File: config.mk
export PLATFORM = sky130hd
export DESIGN_NAME = exu_mdu
export DESIGN_NICKNAME = d
export VERILOG_FILES = /design/src/rtl/exu_pkg.sv /design/src/rtl/exu_mdu_iter.sv /design/src/rtl/exu_mdu.sv
export SDC_FILE = /design/constraint.sdc
export NUM_CORES = 2
export LEC_CHECK = 0
export CAP_MARGIN = 5
export CORE_MARGIN = 2
export CORE_UTILIZATION = 53
export CTS_BUF_LIST = sky130_fd_sc_hd__clkbuf_2
export DETAILED_ROUTE_END_ITERATION = 10
export PLACE_DENSITY = 0.7
export SLEW_MARGIN = 40
export SYNTH_ARGS = -nofsm -noshare
export SYNTH_HDL_FRONTEND = slang
export SYNTH_SLANG_ARGS = --single-unit
File: constraint.sdc
create_clock -name clk -period 27.9 [get_ports clk]
set_input_delay 2.79 -clock clk [delete_from_list [all_inputs] [get_ports clk]]
set_output_delay 2.79 -clock clk [all_outputs]
set_load 0.01 [all_outputs]
File: src/rtl/exu_pkg.sv
`default_nettype none
// ============================================================================
// Module      : exu_pkg
// Description : Shared types and constants for the multiply/divide unit:
//               RV32M funct3 encodings, FSM state encoding, default width.
// Revision    : 1.0 - initial release
// ============================================================================
package exu_pkg;

    localparam int XLEN_DEFAULT = 32;

    // funct3 encodings of the RV32M operations
    typedef enum logic [2:0] {
        OP_MUL    = 3'd0,
        OP_MULH   = 3'd1,
        OP_MULHSU = 3'd2,
        OP_MULHU  = 3'd3,
        OP_DIV    = 3'd4,
        OP_DIVU   = 3'd5,
        OP_REM    = 3'd6,
        OP_REMU   = 3'd7
    } mdu_op_e;

    // Control FSM states
    typedef enum logic [1:0] {
        IDLE = 2'd0,
        CALC = 2'd1,
        DONE = 2'd2
    } mdu_state_e;

endpackage
`default_nettype wire

File: src/rtl/exu_mdu_iter.sv
`default_nettype none
// ============================================================================
// Module      : exu_mdu_iter
// Description : Combinational single-step datapath shared by the iterative
//               operations: one restoring-divide step (MSB first) or one
//               shift-add multiply step (multiplier LSB first).
//               Divide : i_hi = partial remainder, i_lo = dividend/quotient.
//               Multiply: {i_hi, i_lo} = product accumulator, i_lo[0] is the
//               current multiplier bit, i_b = multiplicand.
// Revision    : 1.0 - initial release
// ============================================================================
module exu_mdu_iter
    import exu_pkg::*;
#(
    parameter int XLEN = XLEN_DEFAULT
) (
    input  logic            i_is_div,
    input  logic [XLEN:0]   i_hi,
    input  logic [XLEN-1:0] i_lo,
    input  logic [XLEN-1:0] i_b,
    output logic [XLEN:0]   o_hi,
    output logic [XLEN-1:0] o_lo
);

    logic [XLEN:0] w_shift;
    logic [XLEN:0] w_diff;
    logic [XLEN:0] w_sum;

    // One divide or multiply step selected by the operation class.
    always_comb begin
        // Divide: bring the next dividend bit into the remainder, trial subtract.
        w_shift = {i_hi[XLEN-1:0], i_lo[XLEN-1]};
        w_diff  = w_shift - {1'b0, i_b};
        // Multiply: conditionally add the multiplicand to the upper half.
        // The upper half is always below 2^XLEN, so the carry lands in bit XLEN.
        w_sum   = i_hi + (i_lo[0] ? {1'b0, i_b} : {(XLEN+1){1'b0}});
        if (i_is_div) begin
            // A borrow (negative difference) means the quotient bit is 0: restore.
            o_hi = w_diff[XLEN] ? w_shift : w_diff;
            o_lo = {i_lo[XLEN-2:0], ~w_diff[XLEN]};
        end else begin
            o_hi = {1'b0, w_sum[XLEN:1]};
            o_lo = {w_sum[0], i_lo[XLEN-1:1]};
        end
    end

endmodule
`default_nettype wire

File: src/rtl/exu_mdu.sv
`default_nettype none
// ============================================================================
// Module      : exu_mdu
// Description : RV32M multiply/divide execution unit with valid/ready
//               handshakes. Operands are converted to magnitudes on accept,
//               the magnitude result is sign-corrected on entry to DONE.
//               Multiply is single-cycle (FAST_MUL=1) or iterative; divide is
//               always iterative, one quotient bit per cycle.
// Revision    : 1.0 - initial release
// ============================================================================
module exu_mdu
    import exu_pkg::*;
#(
    parameter int XLEN     = XLEN_DEFAULT,
    parameter int FAST_MUL = 1
) (
    input  logic            clk,
    input  logic            rst_n,
    input  logic            i_valid,
    output logic            o_ready,
    input  logic [2:0]      i_op,
    input  logic [XLEN-1:0] i_rs1,
    input  logic [XLEN-1:0] i_rs2,
    input  logic            i_rd_wen,
    input  logic [4:0]      i_rd_addr,
    input  logic            i_flush,
    output logic            o_valid,
    input  logic            i_ready,
    output logic [XLEN-1:0] o_result,
    output logic            o_rd_wen,
    output logic [4:0]      o_rd_addr
);

    localparam int                 c_CNT_W     = $clog2(XLEN);
    localparam logic [c_CNT_W-1:0] c_LAST_STEP = c_CNT_W'(XLEN - 1);
    localparam logic [XLEN-1:0]    c_INT_MIN   = {1'b1, {(XLEN-1){1'b0}}};

    mdu_state_e          r_state;
    logic [2:0]          r_op;
    logic                r_neg;
    logic [c_CNT_W-1:0]  r_cnt;
    logic [XLEN:0]       r_hi;
    logic [XLEN-1:0]     r_lo;
    logic [XLEN-1:0]     r_b;
    logic [XLEN-1:0]     r_result;
    logic                r_rd_wen;
    logic [4:0]          r_rd_addr;

    logic                w_a_signed;
    logic                w_b_signed;
    logic                w_a_neg;
    logic                w_b_neg;
    logic                w_neg_flag;
    logic                w_div_zero;
    logic                w_div_ovf;
    logic [XLEN-1:0]     w_mag_a;
    logic [XLEN-1:0]     w_mag_b;
    logic [XLEN-1:0]     w_special;
    logic [XLEN-1:0]     w_fast_res;
    logic [2*XLEN-1:0]   w_fast_prod;

    logic [XLEN:0]       w_next_hi;
    logic [XLEN-1:0]     w_next_lo;
    logic [2*XLEN-1:0]   w_prod;
    logic [2*XLEN-1:0]   w_prod_fix;
    logic [XLEN-1:0]     w_quo_fix;
    logic [XLEN-1:0]     w_rem_fix;
    logic [XLEN-1:0]     w_final;

    // Request decode: operand signedness, magnitudes, result sign, special cases.
    always_comb begin
        w_a_signed = (i_op == OP_MUL) || (i_op == OP_MULH) || (i_op == OP_MULHSU) ||
                     (i_op == OP_DIV) || (i_op == OP_REM);
        w_b_signed = (i_op == OP_MUL) || (i_op == OP_MULH) ||
                     (i_op == OP_DIV) || (i_op == OP_REM);
        w_a_neg    = w_a_signed && i_rs1[XLEN-1];
        w_b_neg    = w_b_signed && i_rs2[XLEN-1];
        w_mag_a    = w_a_neg ? -i_rs1 : i_rs1;
        w_mag_b    = w_b_neg ? -i_rs2 : i_rs2;
        // Remainder follows the dividend; everything else follows signA ^ signB.
        w_neg_flag = (i_op == OP_REM) ? w_a_neg : (w_a_neg ^ w_b_neg);
        w_div_zero = i_op[2] && (i_rs2 == '0);
        w_div_ovf  = ((i_op == OP_DIV) || (i_op == OP_REM)) &&
                     (i_rs1 == c_INT_MIN) && (i_rs2 == '1);
        // i_op[1] distinguishes REM/REMU from DIV/DIVU within the divide group.
        if (i_op[1]) begin
            w_special = w_div_zero ? i_rs1 : '0;
        end else begin
            w_special = w_div_zero ? '1 : i_rs1;
        end
        w_fast_res = (i_op == OP_MUL) ? w_fast_prod[XLEN-1:0] : w_fast_prod[2*XLEN-1:XLEN];
    end

    generate
        if (FAST_MUL != 0) begin : g_fast_mul
            logic [2*XLEN-1:0] w_prod_mag;
            assign w_prod_mag  = {{XLEN{1'b0}}, w_mag_a} * {{XLEN{1'b0}}, w_mag_b};
            assign w_fast_prod = w_neg_flag ? -w_prod_mag : w_prod_mag;
        end else begin : g_iter_mul
            assign w_fast_prod = '0;
        end
    endgenerate

    exu_mdu_iter #(
        .XLEN (XLEN)
    ) u_iter (
        .i_is_div (r_op[2]),
        .i_hi     (r_hi),
        .i_lo     (r_lo),
        .i_b      (r_b),
        .o_hi     (w_next_hi),
        .o_lo     (w_next_lo)
    );

    // Sign fix-up and result selection applied to the final iterative step.
    always_comb begin
        w_prod     = {w_next_hi[XLEN-1:0], w_next_lo};
        w_prod_fix = r_neg ? -w_prod : w_prod;
        w_quo_fix  = r_neg ? -w_next_lo : w_next_lo;
        w_rem_fix  = r_neg ? -w_next_hi[XLEN-1:0] : w_next_hi[XLEN-1:0];
        case (r_op)
            OP_MUL:                       w_final = w_prod_fix[XLEN-1:0];
            OP_MULH, OP_MULHSU, OP_MULHU: w_final = w_prod_fix[2*XLEN-1:XLEN];
            OP_DIV, OP_DIVU:              w_final = w_quo_fix;
            default:                      w_final = w_rem_fix;
        endcase
    end

    // Control FSM together with operand, step-counter and result registers.
    always_ff @(posedge clk) begin
        if (!rst_n) begin
            r_state   <= IDLE;
            r_op      <= '0;
            r_neg     <= 1'b0;
            r_cnt     <= '0;
            r_hi      <= '0;
            r_lo      <= '0;
            r_b       <= '0;
            r_result  <= '0;
            r_rd_wen  <= 1'b0;
            r_rd_addr <= '0;
        end else if (i_flush) begin
            r_state <= IDLE;
        end else begin
            case (r_state)
                IDLE: begin
                    if (i_valid) begin
                        r_op      <= i_op;
                        r_neg     <= w_neg_flag;
                        r_rd_wen  <= i_rd_wen;
                        r_rd_addr <= i_rd_addr;
                        r_cnt     <= '0;
                        r_hi      <= '0;
                        // Divide shifts the dividend out of r_lo; multiply
                        // consumes the multiplier from r_lo.
                        if (i_op[2]) begin
                            r_lo <= w_mag_a;
                            r_b  <= w_mag_b;
                        end else begin
                            r_lo <= w_mag_b;
                            r_b  <= w_mag_a;
                        end
                        if (w_div_zero || w_div_ovf) begin
                            r_result <= w_special;
                            r_state  <= DONE;
                        end else if (!i_op[2] && (FAST_MUL != 0)) begin
                            r_result <= w_fast_res;
                            r_state  <= DONE;
                        end else begin
                            r_state <= CALC;
                        end
                    end
                end
                CALC: begin
                    r_hi  <= w_next_hi;
                    r_lo  <= w_next_lo;
                    r_cnt <= r_cnt + c_CNT_W'(1);
                    if (r_cnt == c_LAST_STEP) begin
                        r_result <= w_final;
                        r_state  <= DONE;
                    end
                end
                DONE: begin
                    if (i_ready) begin
                        r_state <= IDLE;
                    end
                end
                default: r_state <= IDLE;
            endcase
        end
    end

    assign o_ready   = (r_state == IDLE);
    assign o_valid   = (r_state == DONE);
    assign o_result  = r_result;
    assign o_rd_wen  = r_rd_wen;
    assign o_rd_addr = r_rd_addr;

endmodule
`default_nettype wire

==> results.sh <==
export IMPL_die_w_um=316.7
export IMPL_grt_start_max_net_pins=111
export IMPL_tightest_slew_ns=0.9920
export IMPL_clockRootBuffer="clkbuf_2"
export IMPL_start_util_pct=53.50
export IMPL_reg2reg_slack_ns=19.61
export IMPL_die_area_um2=100300
export IMPL_drive_gt1_share_pct=5.855
export IMPL_cts_hold_buffers_added=0
export IMPL_core_area_um2=96850
export IMPL_cp_arrival_ns=16.29
export IMPL_async_flop_share_pct=0
export IMPL_worst_clock_skew_ns=0.08962
export IMPL_fin_crit_sh_pct=54.89
export IMPL_worstSetupStartpointType="primary input"
export IMPL_ys_seq_elements=146
export IMPL_grt_pass1_vias=49730
export IMPL_postRouteAntennaNets=0
export IMPL_wl_um=219900
export IMPL_worstPathRequired_ns=28.87
export IMPL_grt_ovfl_total=0
export IMPL_placed_area_um2=55060
export IMPL_synth_top_family_by_area="adder cells"
export IMPL_post_cts_buffers=0
export IMPL_hold_viol=0
export IMPL_hpwl_um=171800
export IMPL_rsz0062_at_grt="false"
export IMPL_crit_top_cell="fa_1"
export IMPL_synth_compound_area_share_pct=15.45
export IMPL_synth_seq_area_share_pct=5.641
export IMPL_wire_per_inst_um=28.23
export IMPL_finalCriticalPeriod_ns=15.31
export IMPL_critPathBufInv=8
export IMPL_ys_warn_count=0
export IMPL_cts_buffer_depth=2
export IMPL_synth_edf_count=0
export IMPL_grt_pass1_wl_um=323700
export IMPL_clk_pin_slew_ns=0.29
export IMPL_firstDrtPassIters=6
export IMPL_utilization_pct=57.21
export IMPL_pin_count=118
export IMPL_synthAdderAreaFrac_pct=42.81
export IMPL_syn_inst=6588
export IMPL_synth_largest_area_cell="fa_1"
export IMPL_crit_family="adder cells"
export IMPL_cp_max_fo=7
export IMPL_critPathSlowestCell="or4b_2"
export IMPL_htree_levels=4
export IMPL_fillers=8971
export IMPL_synthMuxAreaShare_pct=1.531
export IMPL_syn_nets=7900
export IMPL_synth_distinct_cells=120
export IMPL_status="complete, no violations"
export IMPL_gp_congestion=1.058
export IMPL_cts_resized=0
export IMPL_drtIter0Drc=5627
export IMPL_slew_headroom_pct=33.36
export IMPL_synth_area_per_cell_um2=7.865
export IMPL_drv_cap=0
export IMPL_vias=50080
export IMPL_numCtsBuffers=17
export IMPL_portBuffers=117
export IMPL_worstSetupPathType="primary input to flip-flop"
export IMPL_layout_nets=7807
export IMPL_synth_top_cell_area_share_pct=34.69
export IMPL_areaGrowthSynthToFinish_pct=6.930
export IMPL_num_rows=114
export IMPL_die_height_um=316.7
export IMPL_design_area_um2=55410
export IMPL_finalMaxSlewViolations=0
export IMPL_min_path_type="flip-flop to flip-flop"
export IMPL_crit_path_max_incr_delay_ns=0.75
export IMPL_synth_main_ff_cell="dfxtp_1"
export IMPL_cts_tree="built"
export IMPL_cp_end_kind="flip-flop"
export IMPL_synth_simple_gate_area_share_pct=19.71
export IMPL_grtUsageTotal_pct=44.20
export IMPL_clock_fmax_mhz=65.30
export IMPL_drc=0
export IMPL_insertion_delay_ns=1.04
export IMPL_antenna_found_initial=12
export IMPL_clock_sinks=146
export IMPL_synth_area_leaders="fa_1, ha_1, inv_1, nand2_1, nor2_1"
export IMPL_fin_tns_setup_ns=0
export IMPL_final_setup_viol_count=0
export IMPL_synth_area_um2=51820
export IMPL_synth_xor_area_share_pct=4.733
export IMPL_via_per_inst=6.430
area by class of cell:
class	count	area, µm²	share of cell area, %
multi-input cells	5083	44530	80.37
inverters	968	3633	6.558
flip-flops and latches	146	2928	5.284
repair buffers	279	2417	4.363
well taps	1276	1597	2.881
clock inverters	14	201.4	0.3636
clock buffers	17	85.08	0.1536
diodes	5	12.51	0.02258
synth_stat cells, types with 34 or more instances:
master    count
nor2_1      816
or3_1        34
nor2b_1      40
mux2i_1      59
fa_1        898
xnor2_1     159
a21o_1       49
nor3_1      103
a21boi_0     40
o31ai_1      45
xor2_1      121
a211oi_1     35
ha_1        336
o211ai_1    131
a21oi_1     277
nand2_1     859
o21ai_0     269
clkbuf_1    340
dfxtp_1     146
inv_1       964
and2_1       83
nand3_1      69
a31oi_1      54
o211a_1      40
nand2b_1     40
nand4_1      63
layout by cell type (no fill, tap or decap), types with 14 or more instances in the layout:
cell type,instances
nand2_1,858
fa_1,898
nor2_1,815
xor2_1,86
nor4_1,27
or3_1,34
o31ai_1,43
a211oi_1,34
clkbuf_2,17
inv_1,964
ha_1,336
and4_1,24
and3_1,30
o211ai_1,131
nor2b_1,39
xnor2_1,119
nand4_1,63
xor2_2,25
buf_4,158
mux2_2,18
mux2i_1,59
clkdlybuf4s50_1,115
a22oi_1,26
a21o_1,49
nor3_1,101
nand3_1,69
nand2b_1,39
o211a_1,40
or4_1,14
xnor2_2,30
or2_2,16
o21ai_0,268
o21a_1,30
dfxtp_1,144
a31oi_1,54
a21oi_1,276
a21boi_0,39
and2_1,81
registers in the layout, summed over array words and instances (netlist names):
| name | count |
|---|---|
| o_rd_wen | 1 |
| r_cnt | 5 |
| r_hi | 33 |
| r_lo | 32 |
| o_result | 32 |
| r_op | 3 |
| r_state | 2 |
| r_b | 32 |
| r_neg | 1 |
| o_rd_addr | 5 |
final timing paths:
path / from / to / depth (start not counted)
hold / removal: r_cnt[4] / r_cnt[4] / 2
setup reg to reg: r_lo[31] / o_result[27] / 30
setup / recovery: i_rs1[1] / o_result[31] / 38
hold reg to reg: r_cnt[4] / r_cnt[4] / 2
cells by family (layout without fill, tap and decap cells):
kind of cell / after synthesis / after routing
AO/OA/AOI/OAI: 1202 / 1202
XOR/XNOR: 280 / 280
adder cells (fa/ha/maj): 1234 / 1234
buffers and inverters: 1359 / 1278
flip-flops: 146 / 146
multiplexers: 77 / 77
other: 0 / 5
AND/OR/NAND/NOR: 2290 / 2290
tightest hold or removal path, cell delays in order, from the launching register on:
cell and delay (ns):
dfxtp_1 0.37, nand2_1 0.05, a21boi_0 0.07
metal layers:
metal | global-route usage (%) | up-vias | wire (µm)
li1 | - | 21180 | -
met1 | 54.78 | 24670 | 78660
met2 | 66.59 | 3290 | 94980
met3 | 11.32 | 931 | 25570
met4 | 33.15 | 10 | 20600
met5 | 0 | - | 69
per-stage QoR:
step / hold WS [ns] / instances / worst slack, ns
2_1_floorplan: 0.4453 / 6588 / 14.16
3_3_place_gp: 0.4584 / 7747 / 12.00
3_5_place_dp: 0.4697 / 7751 / 11.96
4_1_cts: 0.5024 / 7782 / 13.01
5_1_grt: 0.5206 / 7784 / 12.15
6_report: 0.4985 / 7788 / 12.59
Power is left out: the tool's default activity adds up to more than one toggle a clock period on the data nets, which glitch-free logic cannot reach.
